### src/rtl/mem_pkg.sv
// rtl/mem_pkg.sv - shared types and constants for the memory-stage load/store unit
package mem_pkg;

  typedef enum logic [1:0] {
    MEM_B = 2'b00,
    MEM_H = 2'b01,
    MEM_W = 2'b10
  } mem_type_e;

  localparam logic [1:0] RESULT_SRC_MEM = 2'b01;

  typedef enum logic [1:0] {
    IDLE = 2'b00,
    REQ  = 2'b01,
    DONE = 2'b10
  } lsu_state_e;

  // Size code 2'b11 is handled like a word, so bit 1 alone marks a word access.
  function automatic logic is_misaligned(input logic [1:0] typ, input logic [1:0] lane);
    return ((typ == MEM_H) && lane[0]) || (typ[1] && (lane != 2'b00));
  endfunction

endpackage

### src/rtl/mem_load_align.sv
// rtl/mem_load_align.sv - selects the addressed byte/half of a read word and extends it
module mem_load_align
  import mem_pkg::*;
#(
  parameter int DATA_WIDTH = 32
) (
  input  logic [DATA_WIDTH-1:0] i_rdata,
  input  logic [1:0]            i_lane,
  input  logic [1:0]            i_type,
  input  logic                  i_sign,
  output logic [DATA_WIDTH-1:0] o_ext
);

  logic [7:0]  w_byte;
  logic [15:0] w_half;

  assign w_byte = i_rdata[{i_lane, 3'b000} +: 8];
  assign w_half = i_lane[1] ? i_rdata[31:16] : i_rdata[15:0];

  always_comb begin
    o_ext = i_rdata;
    case (i_type)
      MEM_B:   o_ext = {{24{i_sign & w_byte[7]}}, w_byte};
      MEM_H:   o_ext = {{16{i_sign & w_half[15]}}, w_half};
      default: o_ext = i_rdata;
    endcase
  end

endmodule

### src/rtl/mem_access_unit.sv
// rtl/mem_access_unit.sv - memory-stage load/store unit with req/ack data memory handshake
module mem_access_unit
  import mem_pkg::*;
#(
  parameter int DATA_WIDTH = 32
) (
  input  logic                  clk,
  input  logic                  rst,
  input  logic                  MemWriteM,
  input  logic [1:0]            ResultSrcM,
  input  logic [1:0]            MemTypeM,
  input  logic                  MemSignM,
  input  logic [DATA_WIDTH-1:0] ALUResultM,
  input  logic [DATA_WIDTH-1:0] WriteDataM,
  output logic [DATA_WIDTH-1:0] ReadDataM,
  output logic                  StallM,
  output logic                  MisalignM,
  output logic                  mem_req,
  output logic                  mem_we,
  output logic [DATA_WIDTH-1:0] mem_addr,
  output logic [3:0]            mem_be,
  output logic [DATA_WIDTH-1:0] mem_wdata,
  input  logic [DATA_WIDTH-1:0] mem_rdata,
  input  logic                  mem_ack
);

  lsu_state_e            r_state;
  logic                  r_req;
  logic                  r_we;
  logic [DATA_WIDTH-1:0] r_addr;
  logic [3:0]            r_be;
  logic [DATA_WIDTH-1:0] r_wdata;
  logic [1:0]            r_lane;
  logic [1:0]            r_type;
  logic                  r_sign;
  logic [DATA_WIDTH-1:0] r_rdata;

  logic                  w_access;
  logic                  w_misalign;
  logic [1:0]            w_lane;
  logic [3:0]            w_be;
  logic [DATA_WIDTH-1:0] w_wdata;
  logic [DATA_WIDTH-1:0] w_ext;

  assign w_access   = MemWriteM | (ResultSrcM == RESULT_SRC_MEM);
  assign w_lane     = ALUResultM[1:0];
  assign w_misalign = is_misaligned(MemTypeM, w_lane);

  always_comb begin
    w_be    = 4'b1111;
    w_wdata = WriteDataM;
    case (MemTypeM)
      MEM_B: begin
        w_be    = 4'b0001 << w_lane;
        w_wdata = {4{WriteDataM[7:0]}};
      end
      MEM_H: begin
        w_be    = 4'b0011 << w_lane;
        w_wdata = {2{WriteDataM[15:0]}};
      end
      default: begin
        w_be    = 4'b1111;
        w_wdata = WriteDataM;
      end
    endcase
  end

  mem_load_align #(.DATA_WIDTH(DATA_WIDTH)) u_load_align (
    .i_rdata (mem_rdata),
    .i_lane  (r_lane),
    .i_type  (r_type),
    .i_sign  (r_sign),
    .o_ext   (w_ext)
  );

  // Memory-side outputs are only reloaded when leaving IDLE, so they stay stable until ack.
  always_ff @(posedge clk) begin
    if (rst) begin
      r_state <= IDLE;
      r_req   <= 1'b0;
      r_we    <= 1'b0;
      r_addr  <= '0;
      r_be    <= 4'b0000;
      r_wdata <= '0;
      r_lane  <= 2'b00;
      r_type  <= 2'b00;
      r_sign  <= 1'b0;
      r_rdata <= '0;
    end else begin
      case (r_state)
        IDLE: begin
          if (w_access && !w_misalign) begin
            r_we    <= MemWriteM;
            r_addr  <= {ALUResultM[DATA_WIDTH-1:2], 2'b00};
            r_be    <= w_be;
            r_wdata <= w_wdata;
            r_lane  <= w_lane;
            r_type  <= MemTypeM;
            r_sign  <= MemSignM;
            r_req   <= 1'b1;
            r_state <= REQ;
          end else if (w_access) begin
            r_rdata <= '0;
          end
        end
        REQ: begin
          if (mem_ack) begin
            r_req <= 1'b0;
            if (!r_we) begin
              r_rdata <= w_ext;
            end
            r_state <= DONE;
          end
        end
        DONE: r_state <= IDLE;
        default: begin
          r_req   <= 1'b0;
          r_state <= IDLE;
        end
      endcase
    end
  end

  always_comb begin
    StallM    = 1'b0;
    MisalignM = 1'b0;
    case (r_state)
      IDLE: begin
        StallM    = w_access & ~w_misalign;
        MisalignM = w_access & w_misalign;
      end
      REQ:     StallM = 1'b1;
      default: StallM = 1'b0;
    endcase
  end

  assign mem_req   = r_req;
  assign mem_we    = r_we;
  assign mem_addr  = r_addr;
  assign mem_be    = r_be;
  assign mem_wdata = r_wdata;
  assign ReadDataM = r_rdata;

endmodule
### config.mk
export PLATFORM = sky130hd
export DESIGN_NAME = mem_access_unit
export DESIGN_NICKNAME = d
export VERILOG_FILES = /design/src/rtl/mem_pkg.sv /design/src/rtl/mem_load_align.sv /design/src/rtl/mem_access_unit.sv
export SDC_FILE = /design/constraint.sdc
export NUM_CORES = 1
export LEC_CHECK = 0
export CORE_UTILIZATION = 45
export CTS_CLUSTER_DIAMETER = 30
export DETAILED_ROUTE_END_ITERATION = 10
export PLACE_DENSITY = 0.79
export SYNTH_ARGS = -nofsm -noshare
export SYNTH_HDL_FRONTEND = slang
export SYNTH_HIERARCHICAL = 1
export SYNTH_SLANG_ARGS = --single-unit
### constraint.sdc
create_clock -name clk -period 4.4 [get_ports clk]
set_input_delay 1.1 -clock clk [delete_from_list [all_inputs] [get_ports clk]]
set_output_delay 1.1 -clock clk [all_outputs]
set_load 0.1 [all_outputs]
# Yosys cells after proc, flatten, opt, wreduce, memory -nomap -nowiden
# Cells that the tools add are included.
# totals
ff_bits	107
inputBits	105
word_cells	61
# op_classes
bitwise_logic	7
muxes	17
n_shift	3
n_eq_ne	10
reduce_logical	14
# ops
op	n
case mux 32 bit (2 select lines)	3
two-way mux 32 bit	4
indexed part select 32 x 6 -> 8 bit	1
two-way mux 16 bit	1
inequality test 2 bit (second input constant)	5
equality test 2 x 1 -> 1 bit (second input constant)	4
case mux 4 bit (2 select lines)	1
zero test 2 bit	3
AND reduction 5 bit	1
bitwise AND 1 bit	4
two-way mux 2 bit	2
case mux 2 bit (2 select lines)	1
AND reduction 2 bit	2
nonzero test 2 bit	2
<< shifter 1 x 2 -> 4 bit (first input constant)	1
<< shifter 2 x 2 -> 4 bit (first input constant)	1
logical AND 1 bit	3
two-way mux 1 bit	3
case mux 1 bit (3 select lines)	1
AND reduction 3 bit	1
equality test 2 bit (second input constant)	1
inverter 1 bit	2
case mux 1 bit (2 select lines)	1
zero test 1 bit	1
other kinds (2)	2

# Logic depth before layout (Yosys ltp)
# depth
word_depth	7
mapped_depth	8
depth_no_buf	6

# Modules after synthesis
# Netlist, hierarchy kept.
# modules_own_cells
mod	area_per_inst_um2	cells_per_inst	instances
mem_access_unit	5073.6	533	1
mem_load_align	705.7	123	1

# Worst setup path after synthesis
# Ideal clock, no wire load.
# synth_timing
kind	input-to-output
startpoint	input ResultSrcM[0]
endpoint	output StallM
t_required_ps	3300
t_arrival_ps	2483
path_slack_ps	817
path_stages	5
cell_sequence	nor2b_2 -> o21a_4 -> buf_8 -> nand2_1 -> nand2b_1
# synth_via
elab_chain_cells	4
# synth_rtl
element	line	source
from (decl)	mem_access_unit.sv:10	input logic [1:0] ResultSrcM,
equality test 2 x 1 -> 1 bit	mem_access_unit.sv:45	assign w_access = MemWriteM | (ResultSrcM == RESULT_SRC_MEM);
OR 1 bit	mem_access_unit.sv:45	
bitwise AND 1 bit	mem_access_unit.sv:129	StallM = w_access & ~w_misalign;
case mux 1 bit (2 select lines)	mem_access_unit.sv:127	case (r_state)
to (decl)	mem_access_unit.sv:16	output logic StallM,
# No other way between the ends.

# Final worst setup path
# layout_timing
startpoint	input MemTypeM[1]
endpoint	output MisalignM
# layout_via
elab_chain_cells	5
elab_cells_between_ends	6
classes_between	1 x eq/ne; 1 x mux; 1 x bitwise; 3 x reduce/logical
# layout_rtl
element	line	source
from (decl)	mem_access_unit.sv:11	input logic [1:0] MemTypeM,
equality test 2 x 1 -> 1 bit	mem_pkg.sv:20	return ((typ == MEM_H) && lane[0]) || (typ[1] && (lane != 2'b00));
logical AND 1 bit	mem_pkg.sv:20	
logical OR 1 bit *	mem_pkg.sv:20	
bitwise AND 1 bit *	mem_access_unit.sv:130	MisalignM = w_access & w_misalign;
two-way mux 1 bit *	mem_access_unit.sv:127	
to (decl)	mem_access_unit.sv:17	output logic MisalignM,
# Every way passes the cells marked *; elsewhere a longest branch is shown, timed or not.

==> out/results.tsv <==
stage	metric	value	unit
timing	finalSetupViolCount	0	
detailed_routing	dr_wl_met3	1700	um
detailed_routing	post_drt_wl_per_cell	18.0	um
global_routing	grt_pass1_vias	5532	
timing	period_share	85.7	%
power_and_ir_drop	power_density	356	nW/um^2
detailed_routing	vias	5709	
logic_synthesis	synth_area_per_cell	8.81	sq um
detailed_routing	first_iter_violations	558	
power_and_ir_drop	leakagePower	2.79	nW
global_routing	grt_max_degree	101	
die	die_area	13300	sq um
placement	io_buffer_count	206	
logic_synthesis	synth-edff-count	0	
power_and_ir_drop	combPwrFrac	35.0	%
timing	setup_tns	0	ns
die	die_h	115	um
global_routing	grt_pass1_wl	27700	um
clocking	hold_buffers	0	
placement	gp_congestion	0.853	
detailed_routing	wl_met1	7470	um
cells_and_area	stdcell_area	7960	sq um
clocking	clock_latency	0.36	ns
die	core_area	12600	sq um
setup_path	critical_path.max_fanout	13	
timing	hold_violations	0	
die	row_count	41	
timing	skew	0.00763	ns
setup_path	critPathArrivalTime	2.67	ns
timing	slew_viol_final	0	
timing	relSlewSlack	21.1	%
die	io_pins	209	
setup_path	cp-start-kind	input port	
clocking	cts_buffers	9	
clocking	cts_resized	0	
logic_synthesis	synth_top_area_cell	dfxtp_1	
logic_synthesis	synth_area	5780	sq um
detailed_routing	ant_nets	0	
global_routing	globalRouteTotalUtil	26.6	%
die	initial_core_util	46.0	%
clocking	cts_tree	built	
logic_synthesis	synth.top_cells.by_area	dfxtp_1 (37%), a21oi_1 (7.2%), nand3_1 (5.7%)	
power_and_ir_drop	sw_frac_of_total	39.3	%
clocking	cts_max_path_buffers	2	
timing	worst_pin_slew	1.18	ns
detailed_routing	drtPass1Iterations	6	
placement	pre_cts_ws	0.614	ns
logic_synthesis	synth_cell_types	57	
cells_and_area	area_growth	37.7	%
clocking	clk_pin_slew	0.07	ns
timing	fmax	0.265	GHz
timing	fin_ws	0.629	ns
power_and_ir_drop	p_int	0.00172	W
hold_path	min_path_type	register to register	
setup_path	worst_path_max_delay_cell	clkdlybuf4s50_1	
cells_and_area	drive_above_1_share	13.7	%
power_and_ir_drop	total_power	0.00283	W
cells_and_area	final_util	63.3	%
global_routing	antenna_found_initial	0	
setup_path	slowest_delay	0.46	ns
global_routing	grt-ovfl-total	0	
clocking	clock-sinks	107	
setup_path	worstPathRequired	3.30	ns
logic_synthesis	ys_seq_area_share	37.1	%
clocking	post-cts-setup-buffers	0	
detailed_routing	highest_layer	met4	
logic_synthesis	synth_cells	656	
setup_path	path_cells	clkdlybuf4s50_1 > buf_4 > or2_1 > o2111ai_4 > inv_1 > buf_12	
logic_synthesis	synthFlopType	dfxtp_1	
timing	rsz0062_at_grt	false	
detailed_routing	wirelength	17800	um
detailed_routing	met2_length	8180	um
detailed_routing	via_per_inst	5.77	
placement	place_area	7680	sq um
placement	dp_hpwl	11800	um
setup_path	cp-end-kind	primary output	
power_and_ir_drop	ir_worst_vdd	0.000262	V
power_and_ir_drop	power_frac_clock	27.5	%
logic_synthesis	synth_seq_cells	107	
clocking	htreeDepth	3	
power_and_ir_drop	p_sw	0.00111	W
cells_and_area	nets	919	
power_and_ir_drop	p_seq_share	37.5	%
cells_and_area	diodes	0	
logic_synthesis	synth_top_area_share	37.1	%
logic_synthesis	synth_warnings	6	
detailed_routing	route.detailed.drc	0	
flow_run	cap_violations	0	
clocking	root_buffer	clkbuf_16	
setup_path	crit_type	input port to primary output	
die	die_w	115	um
timing	fin_crit	3.77	ns
logic_synthesis	async_flop_share	0	%
run_status	outcome	complete, no violations	
## layout make-up
class	instances	area [sq um]
clock buffer	10	239
clock inverter	5	37.5
fill	1059	4610
inverter	4	15.0
multi-input combinational	473	3130
sequential	107	2140
tap	172	215
timing repair buffer	219	2180
## path summary, 6_finish.rpt
path	from	endpoint	slack (ns)	depth (start not counted)
setup / recovery	MemTypeM[1]	MisalignM	0.63	6
hold / removal	ReadDataM[20]	ReadDataM[20]	0.46	2
setup reg to reg	r_lane[1]	ReadDataM[7]	2.15	6
hold reg to reg	ReadDataM[20]	ReadDataM[20]	0.46	2
## Yosys cell counts, types with 2 or more instances
cell,instances
nor2b_1,6
nand2_1,68
or2_1,2
buf_6,9
a221o_2,8
o21ai_1,50
clkbuf_1,21
a2bb2oi_1,3
nand3_2,10
buf_12,2
and2b_1,2
a22oi_1,4
inv_1,3
buf_8,2
nand2b_1,10
dfxtp_1,107
a21oi_2,27
nand3_1,66
nand4b_1,32
a211oi_2,17
nor2_1,7
mux2i_1,26
nor2b_2,3
o21ai_0,8
buf_4,20
buf_2,17
o22a_1,3
a21oi_1,83
o2111ai_1,10
a21o_1,3
## sequential cells by signal (all words and copies together) (netlist names)
signal and flops:
mem_be 4, ReadDataM 32, mem_wdata 32, mem_we 1, r_sign 1, r_lane 2
mem_req 1, r_state 2, r_type 2, mem_addr 30
## worst max-delay path, delay by kind of cell
kind / cells / cell delay [ns]
buffers and inverters: 4 / 1.02
AND/OR/NAND/NOR: 1 / 0.34
AO/OA/AOI/OAI: 1 / 0.20
## layout by cell type (no fill, tap or decap), types with 14 or more instances in the layout
cell type / synthesis / final
a211oi_2: 17 / 17
buf_4: 20 / 14
dfxtp_1: 107 / 107
clkdlybuf4s50_1: 0 / 203
nand4b_1: 32 / 32
a21oi_2: 27 / 27
o21ai_1: 50 / 50
mux2i_1: 26 / 26
nand3_1: 66 / 66
a21oi_1: 83 / 83
nand2_1: 68 / 68
## logic make-up (layout without fill, tap and decap cells)
| group | count (synthesis) | after routing | share of synthesized area [%] |
|---|---|---|---|
| mux | 27 | 27 | 4.70 |
| flops | 107 | 107 | 37.1 |
| simple gates | 216 | 216 | 22.0 |
| buf+inv | 77 | 238 | 8.81 |
| other cells | 1 | 2 | 0.0649 |
| compound gates | 228 | 228 | 27.4 |
## routing by layer
layer,up-vias,global-route usage (%)
met5,-,0
met1,2682,33.3
met2,280,42.2
met3,39,8.17
li1,2708,-
met4,0,11.7
## per-stage QoR
stage               std cells  hold WS [ns]
floorplan                 657         0.459
CTS                       990         0.460
global placement          975         0.447
finish                    990         0.458
global route              990         0.470
detailed placement        975         0.448
## power groups by stage
stage               combinational (W)  clock, W  sequential, W
floorplan                    0.000384         0        0.00143
global placement             0.000972         0        0.00108
detailed placement           0.000985         0        0.00108
CTS                          0.000989  0.000789        0.00106
global route                  0.00104  0.000830        0.00107
finish                       0.000993  0.000778        0.00106
Note: power is estimated with default switching activity, not from simulation.
